## config.mk

```make
export PLATFORM = sky130hd
export DESIGN_NAME = hazard_ctrl
export DESIGN_NICKNAME = d
export VERILOG_FILES = /design/src/rtl/hazard_pkg.sv /design/src/rtl/hazard_luchk.sv /design/src/rtl/hazard_ctrl.sv
export SDC_FILE = /design/constraint.sdc
export NUM_CORES = 1
export LEC_CHECK = 0
export ABC_AREA = 1
export BUFFER_PORTS_ARGS = -buffer_cell sky130_fd_sc_hd__buf_2
export CAP_MARGIN = 25
export CORE_MARGIN = 5
export CORE_UTILIZATION = 43
export DETAILED_ROUTE_END_ITERATION = 6
export HOLD_SLACK_MARGIN = 0.08
export PLACE_DENSITY = 0.87
export SLEW_MARGIN = 0
export SYNTH_ARGS = -nofsm -noshare
export SYNTH_HDL_FRONTEND = slang
export SYNTH_SLANG_ARGS = --single-unit
```

## constraint.sdc

```tcl
create_clock -name clk -period 1.92 [get_ports clk]
set_clock_uncertainty 0.15 [all_clocks]
set_input_delay 0.288 -clock clk [delete_from_list [all_inputs] [get_ports clk]]
set_output_delay 0.288 -clock clk [all_outputs]
set_load 0.005 [all_outputs]
```

## src/rtl/hazard_pkg.sv

```systemverilog
// +----------------------------------------------------------------------+
// | hazard_pkg: shared types and constants for the hazard sequencer      |
// | Revision: 1.0                                                        |
// +----------------------------------------------------------------------+
`default_nettype none

package hazard_pkg;

   typedef enum logic [1:0] {
      ST_IDLE  = 2'd0,
      ST_MDIV  = 2'd1,
      ST_MWAIT = 2'd2
   } state_t;

   localparam int REG_AW_DEFAULT = 5;

   // Architectural x0: never a real producer, so never a hazard source.
   localparam logic [REG_AW_DEFAULT-1:0] REG_ZERO = '0;

endpackage

`default_nettype wire

```

## src/rtl/hazard_luchk.sv

```systemverilog
// +----------------------------------------------------------------------+
// | hazard_luchk: combinational load-use comparator (E load vs D reads)  |
// | Revision: 1.0                                                        |
// +----------------------------------------------------------------------+
`default_nettype none

module hazard_luchk
   import hazard_pkg::*;
#(
   parameter int REG_AW = REG_AW_DEFAULT
) (
   input  logic [REG_AW-1:0] rs1,
   input  logic [REG_AW-1:0] rs2,
   input  logic              use_rs1,
   input  logic              use_rs2,
   input  logic [REG_AW-1:0] rd,
   input  logic              load,
   output logic              hazard
);

   logic rd_live;
   logic hit_rs1;
   logic hit_rs2;

   assign rd_live = (rd != REG_AW'(REG_ZERO));
   assign hit_rs1 = use_rs1 && (rs1 == rd);
   assign hit_rs2 = use_rs2 && (rs2 == rd);
   assign hazard  = load && rd_live && (hit_rs1 || hit_rs2);

endmodule

`default_nettype wire

```

## src/rtl/hazard_ctrl.sv

```systemverilog
// +----------------------------------------------------------------------+
// | hazard_ctrl: stall/flush sequencer for the 5-stage pipeline.         |
// | Optional macro HAZARD_PERF_EN adds stall_cnt / flush_cnt counters.   |
// | Revision: 1.0                                                        |
// +----------------------------------------------------------------------+
`default_nettype none

module hazard_ctrl
   import hazard_pkg::*;
#(
   parameter int REG_AW   = REG_AW_DEFAULT,
   parameter int MDIV_LAT = 4,
   parameter int CNT_W    = 3
) (
   input  logic              clk,
   input  logic              rst,
   input  logic [REG_AW-1:0] rs1_d,
   input  logic [REG_AW-1:0] rs2_d,
   input  logic              use_rs1_d,
   input  logic              use_rs2_d,
   input  logic [REG_AW-1:0] rd_e,
   input  logic              load_e,
   input  logic              redirect_e,
   input  logic              mdiv_start_e,
   input  logic              mem_req_m,
   input  logic              mem_ack_m,
   output logic              en_f,
   output logic              en_d,
   output logic              en_e,
   output logic              en_m,
   output logic              flush_d,
   output logic              flush_e,
   output logic              flush_m,
   output logic              flush_w
`ifdef HAZARD_PERF_EN
   ,
   output logic [31:0]       stall_cnt,
   output logic [31:0]       flush_cnt
`endif
);

   state_t           state;
   state_t           state_nxt;
   state_t           eff_state;
   logic [CNT_W-1:0] cnt;
   logic [CNT_W-1:0] cnt_nxt;
   logic             load_use;
   logic             mwait_cond;

   hazard_luchk #(
      .REG_AW (REG_AW)
   ) u_luchk (
      .rs1     (rs1_d),
      .rs2     (rs2_d),
      .use_rs1 (use_rs1_d),
      .use_rs2 (use_rs2_d),
      .rd      (rd_e),
      .load    (load_e),
      .hazard  (load_use)
   );

   assign mwait_cond = mem_req_m && !mem_ack_m;

   always_ff @(posedge clk or posedge rst) begin
      if (rst) begin
         state <= ST_IDLE;
         cnt   <= '0;
      end else begin
         state <= state_nxt;
         cnt   <= cnt_nxt;
      end
   end

   always_comb begin
      en_f      = 1'b1;
      en_d      = 1'b1;
      en_e      = 1'b1;
      en_m      = 1'b1;
      flush_d   = 1'b0;
      flush_e   = 1'b0;
      flush_m   = 1'b0;
      flush_w   = 1'b0;
      state_nxt = state;
      // The divider keeps running regardless of pipeline freezes.
      cnt_nxt   = (cnt != '0) ? (cnt - CNT_W'(1)) : cnt;

      // Once memory completes, behave as the state frozen underneath MWAIT.
      eff_state = state;
      if (state == ST_MWAIT) begin
         eff_state = (cnt != '0) ? ST_MDIV : ST_IDLE;
      end

      if (rst) begin
         state_nxt = ST_IDLE;
         cnt_nxt   = '0;
      end else if (mwait_cond) begin
         en_f      = 1'b0;
         en_d      = 1'b0;
         en_e      = 1'b0;
         en_m      = 1'b0;
         flush_w   = 1'b1;
         state_nxt = ST_MWAIT;
      end else begin
         unique case (eff_state)
            ST_MDIV: begin
               en_f      = 1'b0;
               en_d      = 1'b0;
               en_e      = 1'b0;
               flush_m   = 1'b1;
               state_nxt = (cnt <= CNT_W'(1)) ? ST_IDLE : ST_MDIV;
            end
            default: begin
               state_nxt = ST_IDLE;
               if (mdiv_start_e) begin
                  en_f      = 1'b0;
                  en_d      = 1'b0;
                  en_e      = 1'b0;
                  flush_m   = 1'b1;
                  state_nxt = ST_MDIV;
                  cnt_nxt   = CNT_W'(MDIV_LAT - 1);
               end else if (redirect_e) begin
                  flush_d = 1'b1;
                  flush_e = 1'b1;
               end else if (load_use) begin
                  en_f    = 1'b0;
                  en_d    = 1'b0;
                  flush_e = 1'b1;
               end
            end
         endcase
      end
   end

`ifdef HAZARD_PERF_EN
   always_ff @(posedge clk or posedge rst) begin
      if (rst) begin
         stall_cnt <= '0;
         flush_cnt <= '0;
      end else begin
         if (!en_f && (stall_cnt != '1)) begin
            stall_cnt <= stall_cnt + 32'd1;
         end
         if (flush_d && (flush_cnt != '1)) begin
            flush_cnt <= flush_cnt + 32'd1;
         end
      end
   end
`endif

endmodule

`default_nettype wire

```

==> qor.yml <==
placement:
  portBuffers: 31
  gp_routability_congestion: 0.7900
  place_area_um2: 790.8
  place_inst: 154
  place_hpwl_um: 1289
worst_setup_path:
  cp-start-kind: "register"
  r2r-start: "cnt[0]$_DFF_PP0_"
  r2r_cells: 9
  setup.worst_path.end_class: "output port"
  critPathMaxFanout: 4
  r2r_slack_ns: 0.43
  cp.arrival_ns: 1.47
  reg2reg_to: "cnt[2]$_DFF_PP0_"
  critPathRequiredTime_ns: 1.48
  worstSetupPathType: "reg2out"
clock_network:
  htreeDepth: 1
  numClockSinks: 5
  cts_buffer_depth: 2
  cts-root-buf: "clkbuf_4"
  insertion_delay_ns: 0.25
  clkTransAtPathRegs_ns: 0.04
  cts_buffers: 3
  cts_tree: "built"
pwr:
  vdd_drop_max_mv: 0.4612
  finalPower_w: 0.0008109
  p_leak_nw: 0.6147
  cellPowerDensity_mw_per_mm2: 872.3
final_layout:
  synthToLayoutAreaGrowth_pct: 50.71
  design_area_um2: 929.6
  fillers: 114
  diodes: 0
  fin_nets: 182
  instances_no_fill: 169
  drive_gt1_share_pct: 36.36
logic_synthesis:
  synth_top_area_share_pct: 23.73
  syn_area_um2: 616.8
  avgSynthCellArea_um2: 5.712
  synth_ff_type: "dfrtp_1"
  synth-seq-cells: 5
  synthArstFlopShare_pct: 100.0
  synth_edf_count: 0
  synth_area_leader_cell: "nand2_1"
  synth_cells: 108
  synth_area_leaders: "nand2_1, dfrtp_1, inv_1, nor2_1, ha_1"
  synth_nets: 135
  seq_area_frac_synth_pct: 20.28
  yosysUniqueCellTypes: 19
  yosysWarnings: 0
drt:
  vias: 784
  drt_iter0_drc: 5
  via_per_inst: 4.639
  dr.pass1.iters: 4
  ant_nets: 0
  wl_um: 1814
  wl_per_cell_um: 10.73
  route.detailed.drc: 0
sta:
  slew_headroom_pct: 81.04
  fin_tns_setup_ns: 0
  rsz0062_at_grt: "true"
  period_minus_slack_ns: 1.908
  hold_ws_ns: 0.1033
  setup_viol: 0
  fmax_mhz: 524.1
  tightest_slew_ns: 0.2833
  hold_violations: 0
  slew_violations: 0
  timing.final.crit_share_pct: 99.38
grt:
  grtUsageTotal_pct: 18.70
  grt_pass1_vias: 769
  antenna_found_initial: 0
  grt_pass1_wl_um: 2960
  grt_overflow_total: 0
  grt_max_degree: 7
hold_path:
  hp-start: "rst"
  hp-class: "in2reg"
  min_path_cells: 2
  hold_end: "cnt[1]$_DFF_PP0_"
run_status:
  status: "complete, no violations"
floorplan:
  dieHeight_um: 47.88
  core_mm2: 0.001334
  start_util_pct: 46.25
  rows: 13
  num_io_pins: 32
  dieArea_mm2: 0.002292
  die-width_um: 47.88
flow_run:
  maxCapViolCount: 0
-- stage by stage --
| stage | util, % | setup WS [ns] |
|---|---|---|
| after floorplan | - | 0.1603 |
| after global placement | 59.29 | 0.1616 |
| after detailed placement | 59.29 | 0.07404 |
| after CTS | 68.01 | -0.02217 |
| after global routing | 69.70 | -0.1095 |
| final | 69.70 | 0.01187 |
-- layout by cell type, fill, tap and decap left out --
cell type / instances
a21oi_1: 2
a31oi_1: 1
buf_2: 31
buf_4: 11
clkbuf_1: 1
clkbuf_4: 3
dfrtp_1: 5
dlygate4sd3_1: 1
ha_1: 2
ha_4: 1
inv_1: 25
inv_2: 3
nand2_1: 39
nand2_4: 1
nand3_1: 3
nand3_2: 1
nand3_4: 2
nand4_1: 3
nor2_1: 10
nor2_2: 1
nor2_4: 1
o21ai_0: 3
o21bai_1: 1
or2_4: 1
xor2_1: 2
-- registers in the layout (all words and copies together) (netlist names) --
name   flops
cnt        3
state      2
-- cell families after synthesis --
kind of cell | count (synthesis) | share of synthesized area [%]
buffers and inverters | 29 | 18.26
AND/OR/NAND/NOR | 62 | 46.25
adder cells (fa/ha/maj) | 3 | 6.086
XOR/XNOR | 2 | 2.840
AO/OA/AOI/OAI | 7 | 6.288
flip-flops | 5 | 20.28
-- worst max path at each step --
stage / from / endpoint / slack [ns] / cells after the start
after global placement: cnt[0]$_DFF_PP0_ / en_f / 0.16 / 11
after global routing: cnt[0]$_DFF_PP0_ / en_d / -0.11 / 11
after floorplan: cnt[0]$_DFF_PP0_ / en_f / 0.16 / 11
after CTS: cnt[1]$_DFF_PP0_ / en_d / -0.02 / 11
final: cnt[0]$_DFF_PP0_ / en_d / 0.01 / 11
after detailed placement: cnt[0]$_DFF_PP0_ / en_d / 0.07 / 11
-- timing repair --
| item | in CTS | in global routing |
|---|---|---|
| endpoints found under the hold margin | 5 | 0 |
| setup buffers | 7 | 3 |
| pin swaps | 5 | 3 |
| resized for setup | 7 | 0 |
| setup endpoints to repair | 6 | 6 |
| hold buffers | 1 | 0 |
-- cell usage after synthesis (2+ instances only) --
cell      n
nand3_2   2
dfrtp_1   5
nand2_1  39
o21ai_0   3
nor2_1   11
nand4_1   3
xor2_1    2
inv_1    27
nand3_1   3
ha_1      3
a21oi_1   2
-- final cells by class --
cell class / instances / area [um2] / area share (%)
repair buffers: 43 / 247.7 / 26.65
well taps: 15 / 18.77 / 2.019
inverters: 28 / 105.1 / 11.31
multi-input cells: 74 / 406.6 / 43.74
clock buffers: 4 / 26.28 / 2.826
flip-flops and latches: 5 / 125.1 / 13.46
-- where the power goes --
| group | switching, W | leakage, nW | internal, W |
|---|---|---|---|
| logic | 0.000262 | 0.535 | 0.000263 |
| clock network | 0.0000472 | 0.0150 | 0.0000789 |
| registers | 0.0000224 | 0.0651 | 0.000138 |
| total | 0.000331 | 0.615 | 0.000479 |
-- worst max-delay path: stages, from the launching register on --
cell and delay, ns:
dfrtp_1 0.38, inv_2 0.08, ha_4 0.14, nand2_4 0.05
nand3_4 0.06, nand3_4 0.10, nor2_4 0.10, nand2_1 0.05
nand2_1 0.05, inv_1 0.04, nand2_1 0.06, buf_2 0.11
-- routing by layer --
layer,track usage [%],wire length [um],up-vias,part of all wire (%)
met5,0,0,-,0
met3,4.887,114,8,6.3
li1,-,-,408,-
met4,9.677,69,0,3.8
met1,17.33,662,342,36
met2,36.41,968,26,53
(Power assumes the default switching activity.)
